--- config.mk ---
export PLATFORM = sky130hd
export DESIGN_NAME = proc_ctrl
export DESIGN_NICKNAME = d
export VERILOG_FILES = /design/src/rtl/proc_pkg.sv /design/src/rtl/dec3to8.sv /design/src/rtl/proc_ctrl.sv
export SDC_FILE = /design/constraint.sdc
export NUM_CORES = 1
export LEC_CHECK = 0
export CELL_PAD_IN_SITES_DETAIL_PLACEMENT = 0
export CELL_PAD_IN_SITES_GLOBAL_PLACEMENT = 1
export CORE_MARGIN = 1.5
export CORE_UTILIZATION = 29
export CTS_BUF_LIST = sky130_fd_sc_hd__clkbuf_16
export CTS_CLUSTER_DIAMETER = 100
export DETAILED_ROUTE_END_ITERATION = 7
export HOLD_SLACK_MARGIN = 0.12
export PLACE_DENSITY = 0.74
export SYNTH_ARGS = -nofsm -noshare
export SYNTH_HDL_FRONTEND = slang
export SYNTH_SLANG_ARGS = --single-unit
--- constraint.sdc ---
create_clock -name clk -period 2.03 [get_ports clk]
set_input_delay 0.406 -clock clk [delete_from_list [all_inputs] [get_ports clk]]
set_output_delay 0.406 -clock clk [all_outputs]
set_load 0.05 [all_outputs]
--- src/rtl/proc_pkg.sv ---
// Shared definitions for the processor control unit.
// Holds the opcode constants, the state encoding and the one-hot bus-select
// codes. Also provides a helper that classifies the two-operand ALU opcodes.
package proc_pkg;

    // Instruction word layout: [8:6] opcode, [5:3] X, [2:0] Y
    localparam int IR_W  = 9;
    localparam int OP_W  = 3;
    localparam int IDX_W = 3;
    localparam int NREGS = 8;

    localparam logic [OP_W-1:0] OP_MV  = 3'b000;
    localparam logic [OP_W-1:0] OP_MVI = 3'b001;
    localparam logic [OP_W-1:0] OP_ADD = 3'b010;
    localparam logic [OP_W-1:0] OP_SUB = 3'b011;

    // One-hot bus mux selects
    localparam logic [2:0] SEL_REG = 3'b001;
    localparam logic [2:0] SEL_DIN = 3'b010;
    localparam logic [2:0] SEL_G   = 3'b100;

    typedef enum logic [1:0] {
        T0 = 2'd0,
        T1 = 2'd1,
        T2 = 2'd2,
        T3 = 2'd3
    } state_t;

    // add and sub take the three-step A/G path
    function automatic logic is_arith(input logic [OP_W-1:0] op);
        return (op == OP_ADD) || (op == OP_SUB);
    endfunction

endpackage

--- src/rtl/dec3to8.sv ---
// 3-bit index to 8-bit one-hot decoder with enable.
// Ports:
//   en  - when low the output is all zero
//   idx - index of the bit to assert
//   dec - one-hot output (or zero)
module dec3to8
    import proc_pkg::*;
(
    input  logic             en,
    input  logic [IDX_W-1:0] idx,
    output logic [NREGS-1:0] dec
);

    generate
        for (genvar gi = 0; gi < NREGS; gi++) begin : g_dec
            assign dec[gi] = en && (idx == IDX_W'(gi));
        end
    endgenerate

endmodule

--- src/rtl/proc_ctrl.sv ---
// Control unit for a small multi-cycle processor (mv, mvi, add, sub).
// Ports:
//   clk        - clock, all state updates on rising edge
//   rst_n      - asynchronous active-low reset
//   run        - start request, sampled in T0 only
//   ir_in      - instruction word {opcode, X, Y}
//   ir_load    - instruction is captured at this cycle's rising edge
//   bus_sel    - one-hot bus select {G, DIN, register file}
//   reg_rd_sel - register driving the register-file bus input
//   reg_wr_en  - one-hot register write enable, or zero
//   a_load     - load ALU operand A from the bus
//   g_load     - load ALU result G
//   alu_sub    - subtract when set, add otherwise
//   done       - final cycle of an instruction
//   busy       - state is not T0
module proc_ctrl
    import proc_pkg::*;
(
    input  logic             clk,
    input  logic             rst_n,
    input  logic             run,
    input  logic [IR_W-1:0]  ir_in,
    output logic             ir_load,
    output logic [2:0]       bus_sel,
    output logic [IDX_W-1:0] reg_rd_sel,
    output logic [NREGS-1:0] reg_wr_en,
    output logic             a_load,
    output logic             g_load,
    output logic             alu_sub,
    output logic             done,
    output logic             busy
);

    state_t          state_reg;
    state_t          state_next;
    logic [IR_W-1:0] ir_reg;

    logic [OP_W-1:0]  opcode;
    logic [IDX_W-1:0] rx;
    logic [IDX_W-1:0] ry;
    logic             wr_req;

    assign opcode = ir_reg[8:6];
    assign rx     = ir_reg[5:3];
    assign ry     = ir_reg[2:0];

    // rst_n gates the strobe so it stays low for the whole time reset is held,
    // even though the reset state T0 would otherwise pass run straight through.
    assign ir_load = (state_reg == T0) && run && rst_n;
    assign busy    = (state_reg != T0);

    // State register and instruction register
    always_ff @(posedge clk or negedge rst_n) begin
        if (!rst_n) begin
            state_reg <= T0;
            ir_reg    <= '0;
        end else begin
            state_reg <= state_next;
            if (ir_load) begin
                ir_reg <= ir_in;
            end
        end
    end

    // Next-state logic
    always_comb begin
        state_next = state_reg;
        case (state_reg)
            T0: state_next = run ? T1 : T0;
            T1: state_next = is_arith(opcode) ? T2 : T0;
            T2: state_next = T3;
            T3: state_next = T0;
            default: state_next = T0;
        endcase
    end

    // Output logic; depends on state and IR only (ir_load excepted)
    always_comb begin
        bus_sel    = SEL_REG;
        reg_rd_sel = '0;
        wr_req     = 1'b0;
        a_load     = 1'b0;
        g_load     = 1'b0;
        alu_sub    = 1'b0;
        done       = 1'b0;
        case (state_reg)
            T1: begin
                case (opcode)
                    OP_MV: begin
                        reg_rd_sel = ry;
                        wr_req     = 1'b1;
                        done       = 1'b1;
                    end
                    OP_MVI: begin
                        bus_sel = SEL_DIN;
                        wr_req  = 1'b1;
                        done    = 1'b1;
                    end
                    OP_ADD, OP_SUB: begin
                        reg_rd_sel = rx;
                        a_load     = 1'b1;
                    end
                    // Illegal opcodes finish immediately without side effects
                    default: done = 1'b1;
                endcase
            end
            T2: begin
                reg_rd_sel = ry;
                g_load     = 1'b1;
                alu_sub    = (opcode == OP_SUB);
            end
            T3: begin
                bus_sel = SEL_G;
                wr_req  = 1'b1;
                done    = 1'b1;
            end
            default: ;
        endcase
    end

    // Every register write targets Rx
    dec3to8 u_wr_dec (
        .en  (wr_req),
        .idx (rx),
        .dec (reg_wr_en)
    );

endmodule

# == Yosys cells after proc, flatten, opt, wreduce, memory -nomap -nowiden ==
# Index checks and enable logic that the tools add are counted.
# totals
ff_bits,11
in_bits,12
out_inout_bits,20
wordCells,47
# op_classes
n_eq_ne,13
n_mux,15
n_reduce_logical,17
# op_table
op,n
one-hot mux 3 bit (2 select lines),3
"== test 3 x 2 -> 1 bit, second input constant",4
"== test 3 bit, second input constant",4
logical AND 1 bit,10
one-hot mux 2 bit (4 select lines),1
two-way mux 1 bit,7
"== test 3 x 1 -> 1 bit, second input constant",2
logical NOT 3 bit,2
"== test 2 bit, second input constant",2
two-way mux 2 bit,2
one-hot mux 1 bit (2 select lines),2
OR reduction 2 bit,2
"== test 2 x 1 -> 1 bit, second input constant",1
logical NOT 2 bit,1
nonzero test 2 bit,1
logical OR 1 bit,1

# == Logic depth before layout (Yosys ltp) ==
# Gate-level depths: netlist (run 1).
# logic_depth
depth_word,5
mapped_depth,5
depth_no_buf,5

# == Cells and area by module ==
# From an unflattened synthesis (run 1), not the netlist that was laid out.
# hier_totals
hier_cells,56
area_unflattened_um2,693.2
# modules_own_cells
module,instances,cells_per_inst,area_per_inst_um2,seq_area_each_um2
proc_ctrl,1,48,596.8,275.3
dec3to8,1,8,96.3,0.0

# == Worst setup path after synthesis (run 1) ==
# No wires, ideal clock.
# synth_path
kind,register to output
from,register with a tool-made name
to,output port reg_wr_en[0]
arrival_time_ps,2105
required_ps,1624
slack_ps,-481
path_stages_with_launch,6
n_path_buf,0
cell_sequence,dfrtp_1 inv_1 ha_1 nor3b_4 o21bai_1 nor3_1
# synth_rtl
item,line_no,source
end: declaration,proc_ctrl.sv:26,"output logic [NREGS-1:0] reg_wr_en,"

# == Worst setup path in the final report (run 1) ==
# layout_path
from,register state_reg[0]
to,output port reg_rd_sel[1]
# layout_between
elab_chain_len,2
elab_cells_between_ends,3
classes_between,2 x eq/ne; 1 x mux
# layout_lines
item,line_no,source
start: declaration,proc_ctrl.sv:34,state_t state_reg;
start signal: assignment,proc_ctrl.sv:58,state_reg <= state_next;
== test 2 bit or == test 2 x 1 -> 1 bit (tied branches),proc_ctrl.sv:86,case (state_reg)
one-hot mux 3 bit (2 select lines) *,proc_ctrl.sv:86,
end: declaration,proc_ctrl.sv:25,"output logic [IDX_W-1:0] reg_rd_sel,"
# Every way passes the cells marked *; elsewhere a longest branch is shown, timed or not.

==> summary.md, run 1 <==
| Metric | Value |
|---|---|
| Slew of the pin with the lowest slew margin | approximately 0.35 ns |
| Slowest stage delay, CP | 0.43 ns |
| Num CTS Buffers | 3 |
| H-tree levels | 1 |
| Initial Util | 0.306 |
| Ys async rst share | 1.00 |
| Initial antenna violation count | 0 |
| Final worst setup slack | -0.144 ns |
| DRT Wirelength | roughly 1900 µm |
| Xor-xnor portion of the synthesized cell area | 0 |
| Cells after synthesis | 61 |
| Most frequent cell after synthesis | dfrtp_1 |
| Critical path's top delay family | compound AO/OA/AOI/OAI gates |
| DRC violation count after routing | 0 |
| Final hold vios | 0 |
| Worst endpoint required time | ~1.6 ns |
| Post-Place Setup Slack | ~0.074 ns |
| Port bufs | 31 |
| Crit path DAT | 1.77 ns |
| Total number of vias | roughly 640 |
| Post-Syn Area | ~670 µm² |
| Setup Skew | about 0.00079 ns |
| Simple-gate share of the synthesized area | 0.174 |
| Fin area | 0.00148 mm² |
| Failing checks | negative setup slack |
| Layout cells sized above 1 | 0.613 |
| Post-synth EDFFs | 0 |
| CP endpoint kind | output port |
| Tcrit/Tclk final | 1.07 |
| Synth top area share | 0.411 |
| Max reg flops | 9 |
| Max cap viols | 0 |
| Synth Area in Compound Gates | 0.101 |
| 1st-iter DRT viols | 4 |
| DP HPWL | 1340 µm |
| Fmax achieved | roughly 0.46 GHz |
| Die Y | roughly 50 µm |
| Num rows | 17 |
| Worst VDD drop | between 0.0008 and 0.0009 V |
| Drt via density | approximately 4.8 |
| Post-synthesis cell type count | 20 |
| Power per cell area | approximately 1500 mW/mm² |
| Clk_lat worst skew | roughly 0.24 ns |
| CTS Sinks | 11 |
| Total GRT Usage | 0.160 |
| Vias in the first global route | ~630 |
| I/O pin cnt | 32 |
| Worst Setup Path Type | reg -> out |
| Die area | around 0.0026 mm² |
| RSZ-0062 raised after global routing | true |
| Synth cell count leaders | 11 x dfrtp_1, 10 x mux2_2, 6 x ha_1, 6 x inv_1, 6 x nor2_1 |
| DR pass1 iterations | 2 |
| Critical Path Source Type | flop |
| Synth area leaders | dfrtp_1 41%, mux2_2 17%, ha_1 11% |
| Worst-path maximum fanout | 4 |
| Period minus WS final | around 2.2 ns |
| FF+latch count, synth | 11 |
| Seq/Total Area, Yosys | 0.411 |
| Worst hold path class | reg -> reg |
| Global-route wire length before repair | 2940 µm |
| Main combinational cell family by area after synthesis | simple AND/OR/NAND/NOR gates |
| Congestion Overflow GR | 0 |
| Dpl cell area | between 0.001 and 0.0015 mm² |
| Leak | ~0.65 nW |
| WP buf/inv | 2 |
| Core ar. | around 0.0022 mm² |
| Clock transition at path regs | roughly 0.040 ns |
| Slowest CP cell | dfrtp_2 |
| Die X | 51.0 µm |
| Top FF cell, synth | dfrtp_1 |
| Largest net degree at the start of global routing | 12 |
| Final #Nets | around 130 |
| GPL Wtd Cong | roughly 0.79 |
| Area delta synth->final | 122% |
| Root Driver | clkbuf_16 |
| Avg Cell Area, Syn | 11.0 µm² |
| Cell Chain, Critical Path | ha_4, nor3b_4, buf_4, a21o_1, a32o_2, buf_12 |
| Slew HR | 0.769 |
| Dominant cell type by area after synthesis | dfrtp_1 |
| Count of pins over their slew limit | 0 |
| Ys Warns | 0 |
| Routed wire per std cell | 14.3 µm |
| Max clock buf depth | 2 |
| Antenna fix cells | 0 |
| Multiplexer share of the synthesized area | 0.168 |
| CTS tree | done |
| Synth Area in Adders | 0.112 |
| Endpoints failing setup | 5 |
| Mapped Nets | 79 |
| Status | finished with violations |
| Routed Antenna Nets | 0 |
==> logic make-up (layout without fill, tap and decap cells) <==
group                    after synthesis  after routing
AND/OR/NAND/NOR                       19             19
flip-flops                            11             11
multiplexers                          10             10
AO/OA/AOI/OAI                          9              9
adder cells (fa/ha/maj)                6              6
buffers and inverters                  6             51
==> routing by layer <==
metal	track usage	part of all wire
met4	0.108	0.024
met3	0.0292	0.052
met5	0	0
met2	0.275	0.54
met1	0.178	0.39
==> layout by cell type, fill, tap and decap left out <==
cell | synthesis | final
a21o_1 | 1 | 1
a21oi_4 | 0 | 1
a32o_2 | 0 | 3
and2_1 | 2 | 1
and2_4 | 0 | 1
and3_1 | 2 | 2
buf_12 | 0 | 19
buf_4 | 0 | 10
buf_6 | 0 | 1
clkbuf_16 | 0 | 3
clkdlybuf4s50_1 | 0 | 11
dfrtp_1 | 11 | 10
dfrtp_2 | 0 | 1
ha_1 | 6 | 4
ha_2 | 0 | 1
ha_4 | 0 | 1
inv_1 | 6 | 6
inv_2 | 0 | 1
mux2_2 | 10 | 10
nand2_1 | 1 | 1
nand2b_1 | 2 | 2
nand3_1 | 1 | 1
nand3_2 | 1 | 1
nor2_4 | 0 | 6
nor2b_2 | 1 | 1
nor3_4 | 0 | 2
nor3b_4 | 1 | 1
o21ai_0 | 1 | 1
o21ai_4 | 0 | 1
o21bai_1 | 2 | 1
o21bai_4 | 0 | 1
==> worst reg2reg max path: stages, from the launching register on <==
cell and delay [ns]:
dfrtp_1 0.36, inv_2 0.07, buf_4 0.14, ha_1 0.21
nand3_2 0.10, buf_4 0.18, mux2_2 0.35
==> layout make-up <==
class | count | area, µm²
timing repair buffer | 41 | 577
clock buffer | 3 | 75.1
tap | 28 | 35.0
multi-input combinational | 44 | 494
inverter | 6 | 22.5
clock inverter | 1 | 3.75
sequential | 11 | 277
fill | 161 | 707
==> worst paths after layout <==
| check | start | end | slack, ns | cells past startpoint |
|---|---|---|---|---|
| worst max-delay path | state_reg[0] | reg_rd_sel[1] | -0.14 | 6 |
| worst min-delay path | ir_reg[2] | ir_reg[2] | 0.50 | 1 |
| worst max register to register | flop | ir_reg[4] | 0.50 | 6 |
| worst min register to register | ir_reg[2] | ir_reg[2] | 0.50 | 1 |
| max in group asynchronous | rst_n | state_reg[0] | 1.35 | 2 |
| min in group asynchronous | rst_n | ir_reg[8] | 0.52 | 2 |
==> through the flow <==
stage                     utilization  hold slack (ns)  power [mW]  instances  TNS [ns]
final                           0.677            0.502        2.30        134    -0.464
after global routing            0.677            0.527        2.41        134    -0.991
after CTS                       0.657            0.509        2.25        134    -0.452
after detailed placement        0.565            0.502        1.69        123         0
after global placement          0.565            0.494        1.67        123         0
after floorplan                     -            0.110        1.14         61    -0.979
==> report_power, final <==
part	leakage, nW	switching [mW]	internal [mW]
combinational	0.480	0.749	0.705
clock	0.0423	0.0954	0.258
sequential	0.130	0.155	0.332
total	0.653	0.999	1.30
==> what timing repair did <==
item                                    CTS  global route
gates resized for setup                  20             9
buffers inserted                          7             0
hold buffers                              0             0
endpoints found under the setup margin   13            14
pin swaps                                 8            10
No activity file was read; power rests on OpenSTA's default activity.
==> run 2, diff against run 1 <==
--- a/config.mk
+++ b/config.mk
@@ -11,6 +11,7 @@
 export CORE_UTILIZATION = 29
 export CTS_BUF_LIST = sky130_fd_sc_hd__clkbuf_16
 export CTS_CLUSTER_DIAMETER = 100
+export CTS_CLUSTER_SIZE = 40
 export DETAILED_ROUTE_END_ITERATION = 7
 export HOLD_SLACK_MARGIN = 0.12
 export PLACE_DENSITY = 0.74
==> results of run 2 <==
Same layout as run 1: the final DEF is identical, and so are final timing and power.
==> run 3, diff against run 2 <==
--- a/config.mk
+++ b/config.mk
@@ -8,13 +8,15 @@
 export CELL_PAD_IN_SITES_DETAIL_PLACEMENT = 0
 export CELL_PAD_IN_SITES_GLOBAL_PLACEMENT = 1
 export CORE_MARGIN = 1.5
-export CORE_UTILIZATION = 29
+export CORE_UTILIZATION = 39
 export CTS_BUF_LIST = sky130_fd_sc_hd__clkbuf_16
 export CTS_CLUSTER_DIAMETER = 100
 export CTS_CLUSTER_SIZE = 40
 export DETAILED_ROUTE_END_ITERATION = 7
+export DONT_BUFFER_PORTS = 1
+export GPL_ROUTABILITY_DRIVEN = 1
 export HOLD_SLACK_MARGIN = 0.12
-export PLACE_DENSITY = 0.74
+export PLACE_DENSITY = 0.67
 export SYNTH_ARGS = -nofsm -noshare
 export SYNTH_HDL_FRONTEND = slang
 export SYNTH_SLANG_ARGS = --single-unit
==> constraint.sdc (replaced) <==
create_clock -name clk -period 1.98 [get_ports clk]
set_input_delay 0.396 -clock clk [delete_from_list [all_inputs] [get_ports clk]]
set_output_delay 0.396 -clock clk [all_outputs]
set_load 0.05 [all_outputs]
==> summary.md, run 3 (synthesis gave the netlist of run 1 again) <==
| Metric | Value |
|---|---|
| Power per cell area | 1790 mW/mm² (+16%) |
| DR pass1 iterations | 6 (+4) |
| Worst VDD drop | 0.00119 V (+36%) |
| DRT Wirelength | 1700 µm (-11%) |
| Routed Antenna Nets | 0 (unchanged) |
| Most frequent cells in the layout | 11 x dfrtp_1, 10 x mux2_2, 10 x buf_4 |
| RSZ-0062 raised after global routing | true |
| Setup Skew | 0.00614 ns (+0.00535 ns) |
| Worst r2r src | state_reg[0] |
| Comb pwr share | 0.589 (-0.045) |
| Cell Chain, Critical Path | ha_4, nor3b_4, buf_6, buf_4, and2_4, a21oi_4, buf_12 |
| Die Y | 44.4 µm (-13%) |
| Period minus WS final | about 2.1 ns |
| Total number of vias | 580 (-9.5%) |
| Layout cells sized above 1 | 0.626 (+0.0132) |
| Power Internal | 1.13 mW (-13%) |
| Fin area | 0.00115 mm² (-23%) |
| Max clock buf depth | 2 (unchanged) |
| CP endpoint kind | output port |
| Final hold vios | 0 (unchanged) |
| Hold WS | 0.301 ns (-0.201 ns) |
| Worst Setup Path Type | reg -> out |
| Tcrit/Tclk final | 1.06 |
| Port bufs | 0 (-100%) |
| Fmax achieved | between 0.4 and 0.5 GHz |
| Congestion Overflow GR | 0 (unchanged) |
| Initial antenna violation count | 0 (unchanged) |
| DP HPWL | 1110 µm (-17%) |
| Dpl cell area | 916 µm² (-26%) |
| Slowest stage delay, CP | 0.42 ns (about the same) |
| Global-route wire length before repair | 2700 µm (-8.2%) |
| Pwr Total | 2.05 mW (-11%) |
| Die X | 44.4 µm (-13%) |
| Post-Place Setup Slack | 0.0666 ns (-0.00703 ns) |
| I/O pin cnt | 32 (unchanged) |
| Status | finished with violations |
| Busiest grt layer | met2 |
| Crit path DAT | 1.70 ns (-0.07 ns) |
| Max cap viols | 0 (unchanged) |
| Clock Power Share | 0.178 (+0.024) |
| Total GRT Usage | 0.195 (+0.0351) |
| Leak | 0.547 nW (-16%) |
| Clk_lat worst skew | 0.24 ns (about the same) |
| Area delta synth->final | 71.4% |
| Crit path from | state_reg[0] |
| Slowest CP cell | dfrtp_1 |
| Worst hold path class | in -> reg |
| Slew of the pin with the lowest slew margin | 0.498 ns (+0.152 ns) |
| Most common cell after layout, fill and taps aside | dfrtp_1 |
| Initial Util | 0.429 (+0.124) |
| CTS tree | done |
| Num CTS Buffers | 3 (unchanged) |
| Root Driver | clkbuf_16 |
| Max reg flops | 9 (unchanged) |
| Worst-path maximum fanout | 3 (-1) |
| WP buf/inv | 3 (+1) |
| H-tree levels | 1 (unchanged) |
| CTS Sinks | 11 (unchanged) |
| Largest net degree at the start of global routing | 12 (unchanged) |
| Reg area | 275 µm² (-0.45%) |
| DRC violation count after routing | 0 (unchanged) |
| Final worst setup slack | -0.120 ns (+0.0238 ns) |
| Core ar. | 0.00156 mm² (-29%) |
| Final #Nets | 110 (-12%) |
| Endpoints failing setup | 13 (+8) |
| Psw | 921 µW (-7.8%) |
| Clock transition at path regs | 0.04 ns (about the same) |
| Drt via density | 5.42 (+13%) |
| Slew HR | 0.667 (-0.102) |
| Footprint of the multi-input gates | 449 µm² (-9.1%) |
| Met2 Track Usage GR | 0.338 (+0.0633) |
| Critical path's top delay family | flip-flops |
| 1st-iter DRT viols | 17 (+13) |
| Die area | 0.00197 mm² (-24%) |
| Vias in the first global route | 543 (-14%) |
| Layout fillers | 108 (-33%) |
| Antenna fix cells | 0 (unchanged) |
| Sequential Power Share | 0.233 (+0.021) |
| GPL Wtd Cong | 0.805 (+2.4%) |
| Failing checks | negative setup slack |
| Routed wire per std cell | 15.9 µm (+11%) |
| Critical Path Source Type | flop |
| Switching share of total power | 0.449 (+0.0135) |
| M1 GR Usage | 0.234 (+0.0564) |
| Worst endpoint required time | 1.58 ns (-0.04 ns) |
| Worst hold start | ir_in[2] |
| Num rows | 14 (-3) |
| M3 GR Usage | 0.0449 (+0.0157) |
| Count of pins over their slew limit | 0 (unchanged) |
## run 3: cell types whose count changed in the layout (fill, tap and decap cells not counted), moves of 3 or more
cell and change:
nor2_2 +3, nor2_4 -6, buf_12 -14, buf_6 +8, clkdlybuf4s50_1 -11, nor2_1 +3
## run 3: through the flow
stage	util	TNS [ns]	cells
floorplan	-	-1.46	61
global placement	0.587	0	97
detailed placement	0.587	0	97
CTS	0.686	-0.759	106
global route	0.736	-1.55	107
finish	0.736	-0.900	107
## run 3: power groups by stage
stage | clock (mW) | combinational (mW) | sequential [mW]
global route | 0.385 | 1.28 | 0.499
CTS | 0.368 | 1.11 | 0.470
finish | 0.366 | 1.21 | 0.477
global placement | 0 | 0.991 | 0.467
detailed placement | 0 | 0.995 | 0.473
floorplan | 0 | 0.724 | 0.440
## run 3: path summary, 6_finish.rpt
kind / end / slack, ns / cells past startpoint
worst min register to register: ir_reg[1] / 0.52 / 1
min in group asynchronous: ir_reg[2] / 0.56 / 1
worst min-delay path: ir_reg[2] / 0.30 / 1
worst max register to register: ir_reg[0] / 0.46 / 5
worst max-delay path: bus_sel[0] / -0.12 / 7
max in group asynchronous: ir_reg[5] / 1.08 / 1
## run 3: cell type report
class | count | share of cell area
clock inverter | 1 | 0.00327
timing repair buffer | 26 | 0.263
inverter | 6 | 0.0196
sequential | 11 | 0.240
clock buffer | 3 | 0.0654
tap | 16 | 0.0174
multi-input combinational | 44 | 0.391
## run 3: metal layers
| layer | wire [µm] | vias to the layer above |
|---|---|---|
| met5 | 0 | - |
| met4 | 15 | 0 |
| met3 | 79 | 2 |
| met2 | 920 | 21 |
| met1 | 684 | 283 |
| li1 | - | 274 |
## run 3: what timing repair did
| item | in CTS | in global routing |
|---|---|---|
| pin swaps | 4 | 6 |
| buffers inserted | 4 | 1 |
| hold endpoints to repair | 11 | 0 |
| gates resized for setup | 9 | 18 |
| endpoints found under the setup margin | 13 | 14 |
| hold buffers | 1 | 0 |
